### src/rtl/mem_arbiter_n.sv
// mem_arbiter_n: N-channel memory command arbiter with read-tag routing.
//
// Each channel i issues commands tagged with id i+1. One channel is granted per
// cycle, chosen by fixed priority (RR=0) or round-robin (RR=1). Its command is
// forwarded combinationally to the memory port. A command stalled by
// mem_waitrequest locks the grant until it is accepted. Accepted reads are
// counted as outstanding until a tagged return arrives. New reads are held off
// while MAX_OUT reads are in flight. Writes are never held off.
//
// Ports:
//   clock, rst              sole clock, asynchronous active-high reset
//   ch_read/ch_write        per-channel command strobes (write wins if both)
//   ch_address              per-channel word address, slice i = channel i
//   ch_writedata/mask       per-channel write data and byte mask
//   ch_waitrequest          per-channel stall (1 for every non-granted channel)
//   ch_readdata             shared read-return data
//   ch_readdatavalid        per-channel read-return strobe, decoded from the tag
//   mem_waitrequest         memory stall
//   mem_id/address/read/write/writedata/writedatamask   granted command
//   mem_readdata/readdataid returned data and its tag (0 = no return)
//   outstanding             current number of reads in flight
module mem_arbiter_n #(
   parameter int unsigned N       = 2,
   parameter int unsigned AW      = 30,
   parameter int unsigned DW      = 32,
   parameter int unsigned IDW     = 3,
   parameter int unsigned RR      = 0,
   parameter int unsigned MAX_OUT = 4
) (
   input  logic                  clock,
   input  logic                  rst,
   input  logic [N-1:0]          ch_read,
   input  logic [N-1:0]          ch_write,
   input  logic [N*AW-1:0]       ch_address,
   input  logic [N*DW-1:0]       ch_writedata,
   input  logic [N*(DW/8)-1:0]   ch_writedatamask,
   output logic [N-1:0]          ch_waitrequest,
   output logic [DW-1:0]         ch_readdata,
   output logic [N-1:0]          ch_readdatavalid,
   input  logic                  mem_waitrequest,
   output logic [IDW-1:0]        mem_id,
   output logic [AW-1:0]         mem_address,
   output logic                  mem_read,
   output logic                  mem_write,
   output logic [DW-1:0]         mem_writedata,
   output logic [DW/8-1:0]       mem_writedatamask,
   input  logic [DW-1:0]         mem_readdata,
   input  logic [IDW-1:0]        mem_readdataid,
   output logic [3:0]            outstanding
);

   localparam int unsigned MW = DW / 8;
   localparam int unsigned PW = (N > 1) ? $clog2(N) : 1;

   typedef logic [PW-1:0] idx_t;

   typedef enum logic {
      StFree,
      StLocked
   } lock_state_e;

   // State
   lock_state_e lock_state_q, lock_state_d;
   idx_t        lock_ch_q, lock_ch_d;
   idx_t        rr_ptr_q, rr_ptr_d;
   logic [3:0]  outstanding_q, outstanding_d;

   // Arbitration
   logic         read_full;
   logic [N-1:0] eligible;
   logic         pick_valid;
   idx_t         pick_idx;
   logic         hi_valid;
   idx_t         hi_idx;
   logic         lo_valid;
   idx_t         lo_idx;
   logic         grant_valid;
   idx_t         grant_idx;

   // Handshake and return
   logic         accept;
   logic         rd_accept;
   logic         ret_valid;
   logic         ret_dec;

   assign read_full = (outstanding_q == 4'(MAX_OUT));
   assign eligible  = ch_write | (ch_read & {N{~read_full}});

   // Candidate selection. Round-robin is split into two lowest-index searches:
   // first among channels at or above rr_ptr, then over all channels, which is
   // the same as a wrapping search starting at rr_ptr.
   always_comb begin
      hi_valid   = 1'b0;
      hi_idx     = '0;
      lo_valid   = 1'b0;
      lo_idx     = '0;
      pick_valid = 1'b0;
      pick_idx   = '0;
      for (int i = N - 1; i >= 0; i--) begin
         if (eligible[i]) begin
            lo_valid = 1'b1;
            lo_idx   = idx_t'(i);
            if (idx_t'(i) >= rr_ptr_q) begin
               hi_valid = 1'b1;
               hi_idx   = idx_t'(i);
            end
         end
      end
      if (RR != 0) begin
         pick_valid = hi_valid | lo_valid;
         pick_idx   = hi_valid ? hi_idx : lo_idx;
      end else begin
         pick_valid = lo_valid;
         pick_idx   = lo_idx;
      end
   end

   // A locked channel keeps the grant regardless of priority or read limit.
   always_comb begin
      grant_valid = 1'b0;
      grant_idx   = '0;
      if (rst) begin
         grant_valid = 1'b0;
      end else if (lock_state_q == StLocked) begin
         grant_valid = 1'b1;
         grant_idx   = lock_ch_q;
      end else begin
         grant_valid = pick_valid;
         grant_idx   = pick_idx;
      end
   end

   // Command mux, zero-cycle path from the granted channel to the memory port.
   always_comb begin
      mem_id            = '0;
      mem_address       = '0;
      mem_read          = 1'b0;
      mem_write         = 1'b0;
      mem_writedata     = '0;
      mem_writedatamask = '0;
      ch_waitrequest    = '1;
      for (int i = 0; i < N; i++) begin
         if (grant_valid && (grant_idx == idx_t'(i))) begin
            mem_id            = IDW'(i + 1);
            mem_address       = ch_address[i*AW +: AW];
            mem_writedata     = ch_writedata[i*DW +: DW];
            mem_writedatamask = ch_writedatamask[i*MW +: MW];
            mem_write         = ch_write[i];
            mem_read          = ch_read[i] & ~ch_write[i];
            ch_waitrequest[i] = mem_waitrequest;
         end
      end
   end

   assign accept    = grant_valid & ~mem_waitrequest;
   assign rd_accept = accept & mem_read;

   // Return routing. Tags above N decode to nothing and leave the count alone.
   always_comb begin
      ch_readdatavalid = '0;
      for (int i = 0; i < N; i++) begin
         ch_readdatavalid[i] = (mem_readdataid == IDW'(i + 1));
      end
   end

   assign ret_valid   = |ch_readdatavalid;
   // A return with nothing in flight (e.g. after a reset) must not underflow.
   assign ret_dec     = ret_valid & (outstanding_q != 4'd0);
   assign ch_readdata = mem_readdata;
   assign outstanding = outstanding_q;

   // Next-state logic
   always_comb begin
      lock_state_d  = StFree;
      lock_ch_d     = lock_ch_q;
      rr_ptr_d      = rr_ptr_q;
      outstanding_d = outstanding_q;

      if (grant_valid && mem_waitrequest) begin
         lock_state_d = StLocked;
         lock_ch_d    = grant_idx;
      end

      if ((RR != 0) && accept) begin
         rr_ptr_d = (grant_idx == idx_t'(N - 1)) ? '0 : grant_idx + idx_t'(1);
      end

      if (rd_accept && !ret_dec) begin
         outstanding_d = outstanding_q + 4'd1;
      end else if (!rd_accept && ret_dec) begin
         outstanding_d = outstanding_q - 4'd1;
      end
   end

   always_ff @(posedge clock or posedge rst) begin
      if (rst) begin
         lock_state_q  <= StFree;
         lock_ch_q     <= '0;
         rr_ptr_q      <= '0;
         outstanding_q <= '0;
      end else begin
         lock_state_q  <= lock_state_d;
         lock_ch_q     <= lock_ch_d;
         rr_ptr_q      <= rr_ptr_d;
         outstanding_q <= outstanding_d;
      end
   end

endmodule

### config.mk
export PLATFORM = sky130hd
export DESIGN_NAME = mem_arbiter_n
export DESIGN_NICKNAME = d
export VERILOG_FILES = /design/src/rtl/mem_arbiter_n.sv
export SDC_FILE = /design/constraint.sdc
export NUM_CORES = 1
export LEC_CHECK = 0
export BUFFER_PORTS_ARGS = -buffer_cell sky130_fd_sc_hd__buf_4
export CAP_MARGIN = 25
export CORE_AREA = 10 10 102 104
export DETAILED_ROUTE_END_ITERATION = 8
export DIE_AREA = 0 0 112 114
export SYNTH_ARGS = -nofsm -noshare
export SYNTH_HDL_FRONTEND = slang
export SYNTH_SLANG_ARGS = --single-unit
### constraint.sdc
create_clock -name clock -period 4.8 [get_ports clock]
set_clock_uncertainty 0.15 [all_clocks]
set_input_delay 0.24 -clock clock [delete_from_list [all_inputs] [get_ports clock]]
set_output_delay 0.24 -clock clock [all_outputs]
set_load 0.01 [all_outputs]
### Word-level counts from Yosys, hierarchy flattened

Index checks and enable logic that the tools add are counted.

* register bits after elaboration: 6
* bits in latches: 0
* bits in writable memories: 0
* memory bits (read-only): 0
* input bits: 174
* output and inout port bits: 111
* word-level logic and storage cells: 54
* memories: 0

* add/sub/neg operators: 2
* multiply operators: 0
* divide/modulo/power cells: 0
* order comparisons: 0
* eq/ne operators: 3
* shifts and indexed selects: 0
* muxes and demuxes: 24
* bitwise operators: 12
* reductions and logical operators: 10

Operators by type and width (count)
* 2-to-1 mux 32 bit: 2
* 2-to-1 mux 30 bit: 2
* 2-to-1 mux 4 bit: 4
* 2-to-1 mux 1 bit: 15
* bitwise AND 1 bit: 5
* logical AND 1 bit: 5
* NOT 1 bit: 5
* adder 4 x 1 -> 4 bit, second input constant: 1
* == test 4 x 3 -> 1 bit, second input constant: 1
* nonzero test 4 bit: 1
* subtractor 4 x 1 -> 4 bit, second input constant: 1
* == test 3 x 1 -> 1 bit, second input constant: 1
* == test 3 x 2 -> 1 bit, second input constant: 1
* 2-to-1 mux 3 bit: 1
* bitwise AND 2 bit: 1
* zero test 1 bit: 2
* bitwise OR 2 bit: 1
* nonzero test 2 bit: 1
* OR reduction 2 bit: 1

### Depth between registers and ports, before layout

* depth after elaboration: 17
* depth in mapped cells: 11
* depth with buffers taken out: 11

### Worst setup path before layout

OpenSTA, ideal clock, no wires.

* path kind: reg-to-reg
* start: reg outstanding_q[0] (netlist: outstanding[0])
* end: reg outstanding_q[3] (netlist: outstanding[3])
* setup time: 0.126 ns
* arrival time: 3.337 ns
* required time: 4.524 ns
* path slack: 1.187 ns
* stages on the path, launching flop included: 12
* buffers on the path: 0
* clock period less this slack: 3.613 ns
* cell sequence: dfrtp_1 or4b_4 a211oi_4 and4bb_2 a41o_1 ha_1 inv_1 ha_1 a21o_2 a2111oi_0 a31oi_1 a221o_1

* word-level cells in the longest chain between the ends: 16
* elaborated cells between the ends (all ways): 29
* those cells by class: 2 x add/sub; 1 x eq/ne; 11 x mux; 7 x bitwise; 8 x reduce/logical

Ends and longest elaborated chain
* start: declaration: RTL line 66 `logic [3:0] outstanding_q, outstanding_d;`
* start signal: assignment: RTL line 205 `outstanding_q <= outstanding_d;`
* == test 4 x 3 -> 1 bit: RTL line 86 `assign read_full = (outstanding_q == 4'(MAX_OUT));`
* NOT 1 bit: RTL line 87 `assign eligible = ch_write | (ch_read & {N{~read_full}});`
* bitwise AND 2 bit: RTL line 87
* bitwise OR 2 bit: RTL line 87
* 2-to-1 mux 1 bit (2 in a row): RTL line 100 `if (eligible[i]) begin`
* 2-to-1 mux 1 bit: RTL line 124 `end else if (lock_state_q == StLocked) begin`
* 2-to-1 mux 1 bit: RTL line 122 `if (rst) begin`
* NOT 1 bit: RTL line 143 `if (grant_valid && (grant_idx == idx_t'(i))) begin`
* logical AND 1 bit: RTL line 143
* 2-to-1 mux 1 bit (2 in a row): RTL line 143
* bitwise AND 1 bit: RTL line 156 `assign rd_accept = accept & mem_read;`
* zero test 1 bit: RTL line 190 `end else if (!rd_accept && ret_dec) begin`
* logical AND 1 bit: RTL line 190
* nonzero test 2 bit (no source line)

Parallel ways exist; a longest one is shown, timed or not. The select of a mux whose other input is x is not followed.
A chain may end at the register's enable or synchronous reset.

### Worst setup path after layout

Ends and elaborated chain as after synthesis.

==> out/qor.csv <==
stage,metric,value,unit
status,status,completed,
synth,sequential element share of the synthesized area,10.1,%
global_route,largest net degree at the start of global routing,71,
clock_tree,CTS tree,yes,
global_route,vias in the first global route,2178,
synth,"EDFF count, synth",0,
power,clock share of power,12.4,%
final_layout,Final Util,35.3,%
final_layout,P&R area growth vs syn,102,%
floorplanning,Die Wd,112,um
setup_path,CP Buf/Inv Count,1,
floorplanning,IO Pins,285,
floorplanning,core area,8470,um^2
final_layout,ANT cells,0,
synth,Seq cells post-synth,6,
final_layout,nets,527,
global_route,initial antenna violation count,0,
place,Port Buf Inserts,219,
setup_path,Crit path required time,4760,ps
place,placed cells,451,
final_layout,area of the multi-input gates,963,um^2
timing,final count of negative-setup-slack endpoints,0,
floorplanning,initial core utilization,17.5,%
setup_path,CP endpoint kind,flip-flop,
timing,period utilization,79.9,%
floorplanning,Die Span Y,114,um
synth,"Avg Cell Area, Syn",8.71,um^2
timing,unrepaired setup endpoints after global routing,no,
place,dpl cell area,2940,um^2
place,hpwl dp,7720,um
timing,Worst-Margin Slew,958,ps
synth,"Net Count, Synth",348,
timing,Final Hold Fails,0,
synth,most used flip-flop cell after synthesis,dfrtp_1,
setup_path,"Worst Path Class, Setup",reg2reg,
power,Flop pwr share,15.7,%
floorplanning,Rows,34,
setup_path,arrival time worst endpoint,3800,ps
clock_tree,"Reg clk slew, reported paths",40,ps
routing,vias post-DR,2103,
timing,Tmin final,3840,ps
clock_tree,Sink Count,6,
routing,Final ANT Viol Nets,0,
power,switching part of the total,39.1,%
clock_tree,post_cts resized,0,
synth,Ys Warns,0,
routing,DR iter-0 viols,113,
hold_path,Hold Crit Class,in2reg,
final_layout,Reg area,150,um^2
setup_path,crit path max fanout,6,
routing,DR vias/cell,4.62,
setup_path,most frequent cell on the critical path,ha_1,
power,Gate power share,71.9,%
routing,DRC,0,
power,total power,624,uW
clock_tree,Clock Latency Late Sink,230,ps
timing,Slew headroom,35.9,%
power,Pwr Density,209,nW/um^2
synth,Gate Count Post-Synth,170,
final_layout,final instance area,2990,um^2
power,Max VDD drop,211,uV
routing,final WL,9070,um
clock_tree,Clock Tree Root,clkbuf_8,
power,net switching power,244,uW
clock_tree,clk buf depth,2,
setup_path,crit path launch type,flip-flop,
setup_path,slowest CP cell,or4b_4,
global_route,Overall Global Routing Usage,12.4,%
power,Leak,0.00162,uW
floorplanning,Die Area,12800,um^2
power,internal power,381,uW
final_layout,Layout fillers,875,
job,Max Cap Viol,0,
final_layout,Non-Filler Instances,455,
final_layout,ratio of cells with drive above 1 in the final layout,67.4,%
timing,Max Slew Vio Count,0,
timing,setup_tns,0,ps
clock_tree,cts bufs inserted,3,
clock_tree,H-tree levels,1,
global_route,first-pass GRT wire length,13200,um
routing,router iterations before antenna repair,4,
routing,post-DR wirelength/cell,19.9,um
setup_path,"Critical Path, Cell by Cell",or4b_4 -> a211oi_4 -> and4bb_2 -> a41o_1 -> ha_1 -> inv_1 -> ha_1 -> a21o_2 -> a2111oi_0 -> a31oi_1 -> a221o_1,
timing,fmax,0.261,GHz
global_route,final global-route overflow total,0,
synth,ys async rst share,100,%
place,GPL Wtd Cong,0.857,
synth,Post-Syn Area,1480,um^2
setup_path,Critical Path Max Stage Delay,620,ps
synth,post-synth cell types,37,
setup_path,Worst path top cell family by delay,compound AO/OA/AOI/OAI gates,
## final cells by class
| class | count | share of cell area (%) |
|---|---|---|
| Tap cell | 108 | 4.52 |
| Sequential cell | 6 | 5.03 |
| Timing Repair Buffer | 222 | 56.3 |
| Multi-Input combinational cell | 112 | 32.3 |
| Clock buffer | 3 | 1.38 |
| Inverter | 4 | 0.503 |
## kinds of logic after synthesis
family,count (synthesis),share of synthesized area [%]
AOI/OAI and AO/OA,85,50.2
other,1,0.253
and+or+nand+nor,19,8.45
DFF,6,10.1
xor gates and xnor gates,2,1.18
adders and majority gates,4,3.89
buffers and inverters,52,25.2
muxes,1,0.760
## per-layer routing
| metal | up-vias | part of all wire, % | global-route usage, % |
|---|---|---|---|
| met5 | - | 0 | 0 |
| met4 | 0 | 1.1 | 2.79 |
| met3 | 12 | 10 | 4.67 |
| met1 | 951 | 39 | 14.7 |
| li1 | 995 | - | - |
| met2 | 145 | 49 | 20.8 |
## cell usage in the layout, fill, tap and decap left out, types with 2 or more instances in the layout
master / netlist / routed
nor3b_1: 2 / 2
nand2_1: 4 / 4
a21oi_1: 3 / 3
a22o_1: 67 / 67
buf_4: 33 / 220
o21ai_0: 2 / 2
inv_1: 4 / 4
xnor2_1: 2 / 2
a21boi_0: 2 / 2
dfrtp_1: 6 / 6
ha_1: 3 / 3
nor2_1: 4 / 4
clkbuf_8: 0 / 3
## worst paths after layout
check / end / slack (ps) / cells past startpoint / startpoint
min in group asynchronous: outstanding[0] / 390 / 3 / rst
worst min register to register: lock_ch_q / 380 / 1 / lock_ch_q
worst max-delay path: outstanding[3] / 960 / 11 / outstanding[0]
worst min-delay path: lock_state_q / 190 / 3 / mem_waitrequest
max in group asynchronous: outstanding[1] / 3890 / 3 / rst
worst max register to register: outstanding[3] / 960 / 11 / outstanding[0]
## registers in the layout (all words and copies together), names as in the netlist
| register | flops |
|---|---|
| lock_state_q | 1 |
| outstanding | 4 |
| lock_ch_q | 1 |
## metrics by stage
stage	worst slack (ps)	hold slack, ps
2_1_floorplan	1190	-111
3_3_place_gp	1090	84.1
3_5_place_dp	1010	85.9
4_1_cts	983	182
5_1_grt	810	213
6_report	964	190
## Yosys cell counts (2+ instances only)
cell      number  area share [%]
a21oi_1        3             1.0
dfrtp_1        6              10
xnor2_1        2             1.2
a21boi_0       2             1.0
nor3_1         2            0.68
ha_1           3             2.5
nand2_1        4             1.0
buf_6          7             5.3
inv_1          4             1.0
clkbuf_1       7             1.8
o21ai_0        2            0.68
a22o_1        67              40
buf_4         33              17
nor3b_1        2             1.0
nor2_1         4             1.0
## power groups by stage
stage	Sequential (uW)	Clock (uW)	Combinational [uW]
floorplan	100	0	230
finish	98.0	77.4	449
global route	102	84.1	484
global placement	94.5	0	450
detailed placement	97.3	0	453
CTS	97.3	80.0	456
## worst register-to-register path, stage by stage, from the launching register on
cell and delay (ps):
dfrtp_1 450, or4b_4 620, a211oi_4 320, and4bb_2 260, a41o_1 200, ha_1 230, inv_1 170, ha_1 270
a21o_2 230, a2111oi_0 430, a31oi_1 80, a221o_1 320
## timing repair
action / CTS / global route
endpoints found under the setup margin: 0 / 0
hold buffers: 1 / 0
endpoints found under the hold margin: 6 / 0
setup buffers: 0 / 0
Note: power is estimated with default switching activity, not from simulation.
